==> src/rtl/rob_dispatch_ctrl.sv <==
// Reorder-buffer dispatch controller.
// Allocates up to two in-order ROB entries per cycle to the decode pair. It
// tracks the tail pointer and the free-entry count, and blocks dispatch for a
// fixed number of cycles after a branch mispredict squashes the ROB.
module rob_dispatch_ctrl #(
    parameter int ROB_NUM     = 64,
    parameter int ROB_SEL     = 6,
    parameter int RECOVER_CYC = 2
) (
    input  logic               clk_i,
    input  logic               reset_i,
    input  logic               req1_i,
    input  logic               req2_i,
    input  logic [1:0]         comnum_i,
    input  logic [ROB_SEL-1:0] commit_ptr_i,
    input  logic               prmiss_i,
    output logic               dp1_o,
    output logic [ROB_SEL-1:0] dp1_addr_o,
    output logic               dp2_o,
    output logic [ROB_SEL-1:0] dp2_addr_o,
    output logic               stall_o,
    output logic [ROB_SEL-1:0] dispatch_ptr_o,
    output logic [ROB_SEL:0]   freenum_o,
    output logic               full_o,
    output logic               empty_o,
    output logic               flush_o,
    output logic               err_o
);

    typedef enum logic {
        RUN     = 1'b0,
        RECOVER = 1'b1
    } stateT;

    // Sums are formed one bit wider than the free count so that an
    // over-credit (more commits than occupied entries) can be detected.
    localparam logic [ROB_SEL+1:0] ROB_NUM_W = (ROB_SEL+2)'(ROB_NUM);
    localparam logic [ROB_SEL:0]   ROB_NUM_F = (ROB_SEL+1)'(ROB_NUM);
    localparam logic [3:0]         CNT_INIT  = 4'(RECOVER_CYC - 1);

    stateT              r_state;
    logic [3:0]         r_cnt;
    logic [ROB_SEL-1:0] r_dispPtr;
    logic [ROB_SEL:0]   r_freeNum;
    logic               r_err;

    stateT              w_stateNext;
    logic [3:0]         w_cntNext;
    logic [ROB_SEL-1:0] w_dispPtrNext;
    logic [ROB_SEL:0]   w_freeNumNext;
    logic               w_errNext;

    logic [1:0]         w_need;
    logic [1:0]         w_grantCnt;
    logic               w_stall;
    logic               w_dp1;
    logic               w_dp2;
    logic [ROB_SEL+1:0] w_runSum;
    logic [ROB_SEL+1:0] w_recSum;

    // A second request without a first is ignored so dispatch stays in order.
    assign w_need     = {1'b0, req1_i} + {1'b0, req1_i & req2_i};
    // The stall uses the registered free count; commits arriving this cycle
    // only become visible to dispatch on the following cycle.
    assign w_stall    = (r_state == RECOVER) | prmiss_i
                      | ({{(ROB_SEL-1){1'b0}}, w_need} > r_freeNum);
    // The pair is granted all-or-nothing, and never during a reset cycle.
    assign w_dp1      = req1_i & ~w_stall & ~reset_i;
    assign w_dp2      = req1_i & req2_i & ~w_stall & ~reset_i;
    assign w_grantCnt = {1'b0, w_dp1} + {1'b0, w_dp2};

    assign w_runSum = {1'b0, r_freeNum} - {{ROB_SEL{1'b0}}, w_grantCnt}
                    + {{ROB_SEL{1'b0}}, comnum_i};
    assign w_recSum = {1'b0, r_freeNum} + {{ROB_SEL{1'b0}}, comnum_i};

    assign dp1_o          = w_dp1;
    assign dp2_o          = w_dp2;
    assign stall_o        = w_stall;
    assign dp1_addr_o     = r_dispPtr;
    assign dp2_addr_o     = r_dispPtr + {{(ROB_SEL-1){1'b0}}, 1'b1};
    assign dispatch_ptr_o = r_dispPtr;
    assign freenum_o      = r_freeNum;
    assign full_o         = (r_freeNum == '0);
    assign empty_o        = (r_freeNum == ROB_NUM_F);
    assign flush_o        = (r_state == RECOVER);
    assign err_o          = r_err;

    // Next-state logic: a mispredict squashes everything and (re)starts recovery.
    always_comb begin
        w_stateNext   = r_state;
        w_cntNext     = r_cnt;
        w_dispPtrNext = r_dispPtr;
        w_freeNumNext = r_freeNum;
        w_errNext     = r_err;
        if (prmiss_i) begin
            w_stateNext   = RECOVER;
            w_cntNext     = CNT_INIT;
            w_dispPtrNext = commit_ptr_i + {{(ROB_SEL-2){1'b0}}, comnum_i};
            w_freeNumNext = ROB_NUM_F;
        end else if (r_state == RUN) begin
            w_dispPtrNext = r_dispPtr + {{(ROB_SEL-2){1'b0}}, w_grantCnt};
            if (w_runSum > ROB_NUM_W) begin
                w_freeNumNext = ROB_NUM_F;
                w_errNext     = 1'b1;
            end else begin
                w_freeNumNext = w_runSum[ROB_SEL:0];
            end
        end else begin
            if (r_cnt == 4'd0) begin
                w_stateNext = RUN;
            end else begin
                w_cntNext = r_cnt - 4'd1;
            end
            // Late commits of already-squashed entries are simply saturated.
            if (w_recSum > ROB_NUM_W) begin
                w_freeNumNext = ROB_NUM_F;
            end else begin
                w_freeNumNext = w_recSum[ROB_SEL:0];
            end
        end
    end

    // State registers; reset outranks every input including a mispredict.
    always_ff @(posedge clk_i) begin
        if (reset_i) begin
            r_state   <= RUN;
            r_cnt     <= 4'd0;
            r_dispPtr <= '0;
            r_freeNum <= ROB_NUM_F;
            r_err     <= 1'b0;
        end else begin
            r_state   <= w_stateNext;
            r_cnt     <= w_cntNext;
            r_dispPtr <= w_dispPtrNext;
            r_freeNum <= w_freeNumNext;
            r_err     <= w_errNext;
        end
    end

endmodule

==> config.mk <==
export PLATFORM = sky130hd
export DESIGN_NAME = rob_dispatch_ctrl
export DESIGN_NICKNAME = d
export VERILOG_FILES = /design/src/rtl/rob_dispatch_ctrl.sv
export SDC_FILE = /design/constraint.sdc
export NUM_CORES = 1
export LEC_CHECK = 0
export ABC_AREA = 1
export BUFFER_PORTS_ARGS = -buffer_cell sky130_fd_sc_hd__buf_2
export CORE_ASPECT_RATIO = 0.8
export CORE_MARGIN = 5
export CORE_UTILIZATION = 28
export DETAILED_ROUTE_END_ITERATION = 8
export PLACE_DENSITY = 0.56
export REMOVE_ABC_BUFFERS = 1
export SLEW_MARGIN = 25
export SYNTH_ARGS = -nofsm -noshare
export SYNTH_HDL_FRONTEND = slang
export SYNTH_SLANG_ARGS = --single-unit
==> constraint.sdc <==
create_clock -name clk_i -period 5.94 [get_ports clk_i]
set_clock_uncertainty 0.05 [all_clocks]
set_input_delay 0.891 -clock clk_i [delete_from_list [all_inputs] [get_ports clk_i]]
set_output_delay 0.891 -clock clk_i [all_outputs]
set_load 0.005 [all_outputs]
==> results of run 1 <==
[layer usage]
layer / GRT usage (%) / up-vias / part of all wire [%]
met5: 0 / - / 0
met4: 1.51 / 0 / 0.62
met3: 1.73 / 4 / 3.5
met2: 18.9 / 28 / 45
met1: 16.8 / 902 / 51
li1: - / 1052 / -
[registers in the layout (all words and copies together), names as in the netlist]
signal          flops
r_cnt               4
err_o               1
flush_o             1
dispatch_ptr_o      6
freenum_o           7
[worst min-delay path by stage]
stage | slack, ps | start | end
floorplan | 390 | r_cnt[0] | r_cnt[0]
detailed placement | 410 | r_cnt[0] | r_cnt[0]
global route | 440 | r_cnt[0] | r_cnt[0]
finish | 420 | err_o | err_o
CTS | 430 | r_cnt[0] | r_cnt[0]
global placement | 410 | r_cnt[0] | r_cnt[0]
[synthesized netlist by cell type, drive strengths merged]
cell,count
buf,8
o21a,1
o21ai,12
o211ai,1
inv,58
o22ai,1
xor2,7
a211oi,1
or2,2
fa,5
nand2,65
clkbuf,2
nand4,4
ha,27
nand3,32
clkinv,1
o221ai,1
xnor2,1
a21o,1
dfxtp,19
a21oi,26
nor2,26
nor3,7
[worst min-delay path: cells and delay by family, from the launching register on]
kind / cells / cell delay [ps]
compound gates: 1 / 50
flops: 1 / 320
buf+inv: 1 / 50
[power by group through the flow]
stage / logic [mW] / registers, mW / clock network [mW]
after floorplan: 0.225 / 0.164 / 0
after global placement: 0.316 / 0.171 / 0
after detailed placement: 0.315 / 0.171 / 0
after CTS: 0.317 / 0.168 / 0.0965
after global routing: 0.370 / 0.171 / 0.101
final: 0.313 / 0.166 / 0.0921
[layout make-up]
type,count,area (µm²)
Clock buffer,3,41.3
Clock inverter,1,5.00
Fill cell,753,4610
Inverter,59,221
Multi-Input combinational cell,220,1340
Sequential cell,19,380
Tap cell,87,109
Timing Repair Buffer,44,220
[cells by family (layout without fill, tap and decap cells)]
group / Yosys count / in the layout / share of synthesized area [%]
AOI/OAI and AO/OA: 44 / 44 / 12.1
xor gates and xnor gates: 8 / 8 / 3.87
adders and majority gates: 32 / 32 / 21.8
buffers and inverters: 69 / 107 / 14.3
DFF: 19 / 19 / 19.0
and+or+nand+nor: 136 / 136 / 29.0
[metrics by stage]
step	area, µm²	hold slack [ps]	util [%]	cells
global route	2320	441	33.5	433
global placement	2270	405	32.8	429
finish	2320	420	33.5	433
CTS	2320	426	33.5	433
detailed placement	2270	414	32.8	429
floorplan	1940	389	-	298
==> impl_results.md, run 1 <==
* Min-Delay Path Class: flop to flop
* Area of the die at 8970 µm²
* Crit path capture: freenum_o[3]
* Largest stage delay on the critical path at 400 ps
* CTS Root Cell: clkbuf_8
* Sw Ratio at 45.9%
* Hold_buf cts at 0
* Crit path kind: primary input to flop
* Seq cells post-synth at 19
* Pint at 309 µW
* Routed WL at 5.13 mm
* Maximum buffer depth of the clock tree at 2
* Via density at 4.59
* Fin. max-slew vios at 0
* N_diodes at 0
* YS warnings at 0
* Max-slew headroom at 65.4%
* Syn avg cell area at 6.52 µm²
* Register area share after synthesis at 19.0%
* CTS tree: done
* Largest net degree at the start of global routing at 15
* Vias at 1,986
* First-pass GRT wire length at 8.85 mm
* Minimum clock period at 4130 ps
* Yosys top cell by area: dfxtp_1
* Core Footprint at 6930 µm²
* Reg2reg path depth at 20
* Hpwl dp at 4.30 mm
* Top Ports at 45
* WL per Instance at 11.8 µm
* Reg2reg setup slack at 2170 ps
* Max Cap Viol at 0
* Initial antenna violation count at 0
* Net Switching at 263 µW
* Power share of the combinational group at 54.8%
* Tot Pwr at 572 µW
* Final Hold Viols at 0
* Critical Path Start Type: primary input
* Crit path DAT at 4280 ps
* Main area contributors after synthesis: dfxtp_1 (19%), ha_1 (17%), nand2_1 (12%), inv_1 (10%), nand3_1 (8.0%)
* Max IR drop VDD at 0.0882 mV
* Final setup margin at 1810 ps
* Row cnt at 27
* Initial Util at 29.0%
* Power Density at 247 nW/µm²
* Number of DRC markers in iteration 0 at 80
* Mapped cell area at 2010 µm²
* Worst-Margin Slew at 518 ps
* CP endpoint kind: flop
* GPL Wtd Cong at 0.822
* H-Tree Depth at 1
* Share of layout cells above drive strength 1 at 16.5%
* Sequential power share at 29.1%
* CP Buf/Inv Count at 3
* Critical-path top delay cell: fa_1
* Drt pass-1 iters at 4
* Worst EP required at 6090 ps
* Final global-route overflow total at 0
* Clock slew at reported path FFs at 80 ps
* Worst r2r src: freenum_o[1]
* Syn Inst Count at 308
* CP max FO at 7
* Crit path max-delay family: simple AND/OR/NAND/NOR gates
* Post-CTS sizing at 0
* Chip Width at 105 µm
* Period utilization at 69.5%
* Clock share of power at 16.1%
* Most common cell after layout, fill and taps aside: nand2_1
* Clock Latency Late Sink at 260 ps
* Clk sink count at 19
* Worst R2R End: freenum_o[3]
* Total CTS buffers at 3
* Crit-path cells: buf_2 -> inv_1 -> or2_2 -> ha_1 -> nand3_1 -> nor3_1 -> o21ai_0 -> nor3_1 -> ha_1 -> ha_1 -> inv_1 -> ha_1 -> fa_1 -> nand3_1 -> nand3_1 -> nand2_1 -> nand2_1 -> nor2_1 -> nand2_1 -> nand2_2 -> nand3_1 -> a21oi_1
* Post-place setup slack at 1530 ps
* Tot GR Track Use at 11.6%
* # port buffers at 44
* Worst Hold Depth at 2
* Final net count at 392
* Area growth syn-to-layout at 15.5%
* Count of cell types in the netlist at 29
* Fmax at 242 MHz
* Outcome: finished clean
* Antenna-violating nets left at 0
* Setup violators final at 0
* Remaining DRCs at 0
* Setup TNS at 0 ps
* Yosys top cell area share at 19.0%
* Vias in the first global route at 1,873
* Most frequent cells in the layout: nand2_1 (62), inv_1 (56), buf_2 (44)
* DIE HEIGHT at 85.7 µm
* Post-CTS setup buffer count at 0
* RSZ-0062 raised after global routing: false
* Crit. Startpoint: req1_i
* LEAKAGE at 1.23 nW
* Path length in cells of the critical path at 22
Note: power is estimated with default switching activity, not from simulation.
==> inputs of run 2 (changes only) <==
- ABC_AREA: 1 -> 0
- PLACE_DENSITY: 0.56 -> 0.57
- clock period: 5.94 -> 3.4 ns (I/O delays scaled with it)
==> run 2 against run 1 <==
Combinational power rose to 4.0 times the previous value; clock power rose by 78%; critical endpoint is now err_o; sequential power up 71%; first-iteration DRC count increased to 2.6 times the previous value; largest power group unchanged; via count is 2.5% higher; the run now ends with setup timing left; flip-flop and latch count did not move.
==> impl_results.md, run 2 <==
* Routed WL at 6.56 mm (was 5.13 mm)
* Ys flop type: dfxtp_1 (unchanged)
* Post-synth EDFFs at 0 (unchanged)
* Yosys top cell area share at 19.0% (about the same)
* Crit path kind: primary input to flop (unchanged)
* Register area share after synthesis at 19.0% (about the same)
* Mapped cell area at 2000 µm² (was 2010 µm²)
* # port buffers at 44 (unchanged)
* Minimum clock period at 4270 ps
* Maximum buffer depth of the clock tree at 2 (unchanged)
* Inst Count DP at 399 (was 429)
* Clk sink count at 19 (unchanged)
* Sw Ratio at 44.1% (was 45.9%)
* Vias at 2,035 (was 1,986)
* Hpwl dp at 4.73 mm (was 4.30 mm)
* CP max FO at 4 (was 7)
* Antenna-violating nets left at 0 (unchanged)
* Top Ports at 45 (unchanged)
* Share of layout cells above drive strength 1 at 38.8% (was 16.5%)
* Max IR drop VDD at 0.294 mV (was 0.0882 mV)
* Vias in the first global route at 2,104 (was 1,873)
* Total CTS buffers at 3 (unchanged)
* Violated checks: setup timing
* Hold_buf cts at 0 (unchanged)
* Clock slew at reported path FFs at 80 ps (about the same)
* YS warnings at 0 (unchanged)
* Critical Path Start Type: primary input (unchanged)
* Final global-route overflow total at 0 (unchanged)
* Worst-Margin Slew at 451 ps (was 518 ps)
* Final Hold Viols at 0 (unchanged)
* Most common cell in the netlist: ha_1 (was nand2_1)
* Cell mode on critical path: ha_4
* N_diodes at 0 (unchanged)
* GPL Wtd Cong at 0.887 (was 0.822)
* Setup violators final at 8 (was 0)
* Area of the die at 8950 µm² (was 8970 µm²)
* Power Density at 591 nW/µm² (was 247 nW/µm²)
* RSZ-0062 raised after global routing: true (was false)
* Crit path DAT at 4380 ps (was 4280 ps)
* Drt pass-1 iters at 4 (unchanged)
* Largest net degree at the start of global routing at 16 (was 15)
* Tot Pwr at 1.70 mW (was 572 µW)
* Outcome: finished, violations left (was finished clean)
* Clock Latency Late Sink at 260 ps (about the same)
* Fin. max-slew vios at 0 (unchanged)
* Clock share of power at 9.6% (was 16.1%)
* CP Buf/Inv Count at 2 (was 3)
* DIE HEIGHT at 85.6 µm (was 85.7 µm)
* Fillers at 681 (was 753)
* LEAKAGE at 1.33 nW (was 1.23 nW)
* Main area contributors after synthesis: dfxtp_1 (19%), ha_1 (17%), xnor2_1 (7.0%), fa_1 (5.0%), inv_1 (4.9%) (was dfxtp_1 (19%), ha_1 (17%), nand2_1 (12%), inv_1 (10%), nand3_1 (8.0%))
* Sequential power share at 16.7% (was 29.1%)
* First-pass GRT wire length at 10.7 mm (was 8.85 mm)
* Core Footprint at 6930 µm² (unchanged)
* Largest stage delay on the critical path at 430 ps (was 400 ps)
* Most frequent cells in the layout: buf_2 (41), buf_4 (40), nor2_1 (26) (was nand2_1 (62), inv_1 (56), buf_2 (44))
* Number of DRC markers in iteration 0 at 209 (was 80)
* Final setup margin at -868 ps (was 1810 ps)
* Period utilization at 126%
* Syn Inst Count at 245 (was 308)
* Crit-path cells: buf_6 -> and2_4 -> ha_4 -> nor2b_1 -> o2111ai_1 -> o21ai_2 -> nor3b_2 -> and2_4 -> ha_4 -> ha_4 -> inv_2 -> ha_4 -> fa_2 -> or3_4 -> a211oi_2 -> o211ai_1 -> o32a_2 -> o31a_1 (was buf_2 -> inv_1 -> or2_2 -> ha_1 -> nand3_1 -> nor3_1 -> o21ai_0 -> nor3_1 -> ha_1 -> ha_1 -> inv_1 -> ha_1 -> fa_1 -> nand3_1 -> nand3_1 -> nand2_1 -> nand2_1 -> nor2_1 -> nand2_1 -> nand2_2 -> nand3_1 -> a21oi_1)
* Via density at 4.88 (was 4.59)
* Critical-path top delay cell: fa_2 (was fa_1)
* Setup TNS at -6410 ps (was 0 ps)
* Power share of the combinational group at 73.7% (was 54.8%)
* Yosys top cell by area: dfxtp_1 (unchanged)
* H-Tree Depth at 1 (unchanged)
* CTS Root Cell: clkbuf_8 (unchanged)
* Net Switching at 748 µW (was 263 µW)
* Hold_ws at 465 ps (was 420 ps)
* CTS tree: done (unchanged)
* Synth cell count leaders: ha_1 (27), inv_1 (26), nor2_1 (26) (was nand2_1 (62), inv_1 (56), nand3_1 (32))
* Pint at 948 µW (was 309 µW)
* Count of cell types in the netlist at 50 (was 29)
* Tot GR Track Use at 15.0% (was 11.6%)
* Remaining DRCs at 0 (unchanged)
* Final net count at 376 (was 392)
* Max-slew headroom at 69.6% (was 65.4%)
* Initial antenna violation count at 0 (unchanged)
* Most common cell after layout, fill and taps aside: buf_2 (was nand2_1)
* Syn avg cell area at 8.17 µm² (was 6.52 µm²)
* Async set or reset register ratio after synthesis at 0% (unchanged)
* CP endpoint kind: flop (unchanged)
* Min-Delay Path Class: flop to flop (unchanged)
* WL per Instance at 15.7 µm (was 11.8 µm)
* Non-Filler Instances at 417 (was 433)
* Max Cap Viol at 0 (unchanged)
* Chip Width at 105 µm (about the same)
* Crit path max-delay family: compound AO/OA/AOI/OAI gates (was simple AND/OR/NAND/NOR gates)
* Worst EP required at 3510 ps (was 6090 ps)
* Fmax at 234 MHz
* Initial Util at 28.9% (was 29.0%)
* Row cnt at 27 (unchanged)
* Area growth syn-to-layout at 43.4% (was 15.5%)
* Seq cells post-synth at 19 (unchanged)
* Max reg flops at 7 (unchanged)
run 2: kinds of logic after synthesis:
family                   synth area share, %
AND/OR/NAND/NOR                         22.3
AO/OA/AOI/OAI                           17.2
buffers and inverters                   8.44
adder cells (fa/ha/maj)                 21.9
XOR/XNOR                                10.1
flip-flops                              19.0
multiplexers                            1.06
run 2: area by class of cell:
cell class | instances | area (µm²) | area share [%]
Clock buffer | 4 | 45.0 | 1.57
Inverter | 26 | 97.6 | 3.40
Multi-Input combinational cell | 187 | 1590 | 55.3
Sequential cell | 19 | 380 | 13.2
Tap cell | 87 | 109 | 3.79
Timing Repair Buffer | 94 | 652 | 22.7
run 2: worst paths after layout:
| check | from | endpoint | slack (ps) | cells after the start |
|---|---|---|---|---|
| setup / recovery | req2_i | err_o | -870 | 18 |
| hold / removal | r_cnt[1] | r_cnt[1] | 470 | 2 |
| setup reg to reg | freenum_o[1] | err_o | -780 | 17 |
| hold reg to reg | r_cnt[1] | r_cnt[1] | 470 | 2 |
run 2: layer usage:
metal	track usage [%]	routed length, µm
met1	19.9	3120
met2	24.2	3010
met3	2.93	317
met4	5.41	119
met5	0	0
run 2: power groups by stage:
stage	Clock [mW]	Sequential (mW)	Combinational (mW)
after floorplan	0	0.317	0.593
final	0.164	0.284	1.25
after global placement	0	0.288	1.03
after detailed placement	0	0.288	1.03
after CTS	0.167	0.283	1.23
after global routing	0.175	0.289	1.37
run 2: metrics by stage:
step           instance area (µm²)  worst slack [ps]  utilization [%]
4_1_cts                       2910              -668             42.0
3_5_place_dp                  2530             -1220             36.5
5_1_grt                       2870              -937             41.5
6_report                      2870              -868             41.5
3_3_place_gp                  2530             -1150             36.5
2_1_floorplan                 1930             -1030                -
run 2: what timing repair did:
action                                  in CTS  in global routing
setup buffers                               21                  1
pin swaps                                   15                  4
gates cloned                                 0                  0
resized for setup                           36                  3
endpoints found under the setup margin       8                 10
run 2: worst min-delay path, cell delays in order, from the launching register on:
cell	delay, ps
dfxtp_1	320
nor2_1	100
a211oi_1	50
==> inputs of run 3 (changes only) <==
- ABC_AREA: 0 -> 1
- SLEW_MARGIN: 25 -> 20
==> run 3 against run 2 <==
The flow still finishes with violations (setup timing); via count rose by 5.3%; first-iteration DRC count shrank 43%; count of clock-buffer cells in the layout shrank 1; critical path depth rose by 5; clock power is essentially flat; die area up 0.23%; register-to-register slack gained 790 ps; wire length down 14%; power down 28%; sequential power is 4% lower; global-route usage is 2.7 points lower.
==> impl_results.md, run 3 (synthesis gave the netlist of run 1 again) <==
* DIE HEIGHT at 85.7 µm (was 85.6 µm)
* Most frequent cells in the layout: nand2_1 (52), inv_1 (50), buf_2 (43) (was buf_2 (41), buf_4 (40), nor2_1 (26))
* Period utilization at 102% (was 126%)
* Fillers at 739 (was 681)
* N_diodes at 0 (unchanged)
* Share of layout cells above drive strength 1 at 35.4% (was 38.8%)
* CTS tree: done (unchanged)
* First-pass GRT wire length at 9.18 mm (was 10.7 mm)
* Outcome: finished, violations left (unchanged)
* Max IR drop VDD at 0.155 mV (was 0.294 mV)
* # port buffers at 44 (unchanged)
* Via density at 4.55 (was 4.88)
* Final setup margin at -64.2 ps (was -868 ps)
* Initial antenna violation count at 0 (unchanged)
* Initial Util at 29.0% (was 28.9%)
* Vias at 2,142 (was 2,035)
* Area used by multi-input combinational logic at 1560 µm² (was 1590 µm²)
* Hpwl dp at 4.59 mm (was 4.73 mm)
* Clock slew at reported path FFs at 80 ps (about the same)
* Tot GR Track Use at 12.3% (was 15.0%)
* Fmax at 289 MHz (was 234 MHz)
* Chip Width at 105 µm (about the same)
* Vias in the first global route at 1,954 (was 2,104)
* Non-Filler Instances at 471 (was 417)
* Top Ports at 45 (unchanged)
* CP endpoint kind: flop (unchanged)
* WL per Instance at 11.9 µm (was 15.7 µm)
* H-Tree Depth at 1 (unchanged)
* Inst Count DP at 457 (was 399)
* Worst-Margin Slew at 367 ps (was 451 ps)
* Post-DP Area at 2480 µm² (was 2530 µm²)
* RSZ-0062 raised after global routing: true (unchanged)
* CP max FO at 7 (was 4)
* CTS Root Cell: clkbuf_8 (unchanged)
* Critical Path Start Type: primary input (unchanged)
* Row cnt at 27 (unchanged)
* Maximum buffer depth of the clock tree at 2 (unchanged)
* Crit path DAT at 3570 ps (was 4380 ps)
* Reg area at 380 µm² (unchanged)
* Final global-route overflow total at 0 (unchanged)
* Drt pass-1 iters at 5 (was 4)
* Max Cap Viol at 0 (unchanged)
* Total CTS buffers at 3 (unchanged)
* Routed WL at 5.62 mm (was 6.56 mm)
* Reg2reg setup slack at 10 ps (was -780 ps)
* Design area at 2830 µm² (was 2870 µm²)
* Power Density at 434 nW/µm² (was 591 nW/µm²)
* Worst Hold Depth at 2 (unchanged)
* Final net count at 430 (was 376)
* Number of DRC markers in iteration 0 at 119 (was 209)
* Violated checks: setup timing (unchanged)
* Area growth syn-to-layout at 41.0% (was 43.4%)
* Final Hold Viols at 0 (unchanged)
* Worst EP required at 3510 ps (about the same)
* Remaining DRCs at 0 (unchanged)
* Area of the die at 8970 µm² (was 8950 µm²)
* Setup violators final at 7 (was 8)
* LEAKAGE at 1.45 nW (was 1.33 nW)
* Antenna-violating nets left at 0 (unchanged)
* Largest net degree at the start of global routing at 14 (was 16)
* Max-slew headroom at 75.6% (was 69.6%)
* Min-Delay Path Class: flop to flop (unchanged)
* Most common cell after layout, fill and taps aside: nand2_1 (was buf_2)
* Reg2reg path depth at 22 (was 17)
* Fin. max-slew vios at 0 (unchanged)
* GPL Wtd Cong at 0.810 (was 0.887)
* Core Footprint at 6930 µm² (unchanged)
* Max reg flops at 7 (unchanged)
* Clock Latency Late Sink at 260 ps (about the same)
* Crit path kind: primary input to flop (unchanged)
* Clk sink count at 19 (unchanged)
* Minimum clock period at 3460 ps (was 4270 ps)
==> run 3: worst paths after layout <==
| check | startpoint | to |
|---|---|---|
| setup / recovery | req1_i | err_o |
| hold / removal | err_o | err_o |
| setup reg to reg | freenum_o[1] | err_o |
| hold reg to reg | err_o | err_o |
==> run 3: repair_timing <==
action                     CTS  global route
pin swaps                   24            21
setup endpoints to repair    8             8
setup buffers                7             3
gates cloned                 0             0
resized for setup           27            28
hold buffers                 0             0
==> run 3: per-layer routing <==
| layer | GRT usage (%) | share of wire (%) |
|---|---|---|
| met5 | 0 | 0 |
| met4 | 2.44 | 0.64 |
| met3 | 1.73 | 4.8 |
| met2 | 18.7 | 42 |
| met1 | 18.4 | 52 |
==> run 3: through the flow <==
step / utilization, % / hold WS [ps] / worst slack [ps] / power (mW) / setup TNS, ps
2_1_floorplan: - / 389 / -315 / 0.679 / -2280
3_3_place_gp: 35.8 / 400 / -627 / 0.913 / -4730
3_5_place_dp: 35.8 / 400 / -722 / 0.913 / -5610
4_1_cts: 38.8 / 409 / -220 / 1.15 / -1350
5_1_grt: 40.9 / 438 / -206 / 1.35 / -1410
6_report: 40.9 / 423 / -64.2 / 1.23 / -302
==> run 3: final cells by class <==
cell class / count / share of cell area, %
multi-input combinational: 220 / 55.2
timing repair buffer: 82 / 18.1
sequential: 19 / 13.4
inverter: 59 / 7.82
tap: 87 / 3.85
clock buffer: 3 / 1.46
clock inverter: 1 / 0.177
==> run 3: where the power goes <==
| part | leakage, nW | total, mW | internal [mW] | switching [mW] |
|---|---|---|---|---|
| Combinational | 1.27 | 0.788 | 0.334 | 0.454 |
| Sequential | 0.156 | 0.274 | 0.249 | 0.0252 |
| Clock | 0.0255 | 0.165 | 0.0816 | 0.0837 |
==> run 3: critical path: stages <==
cell     delay [ps]
buf_6            70
inv_2            30
or2_4           250
ha_4            270
nand3_4          60
nor3_4          170
o21ai_4         110
nor3_4          190
ha_4            250
ha_4            250
inv_2            40
ha_4            150
fa_2            460
inv_2            70
nand2_1          40
nor2_1          100
nand3_1          70
nor2_1          110
nand2_2          80
nand2_4         100
nand2_1          70
nand2_1          70
a21oi_2          50
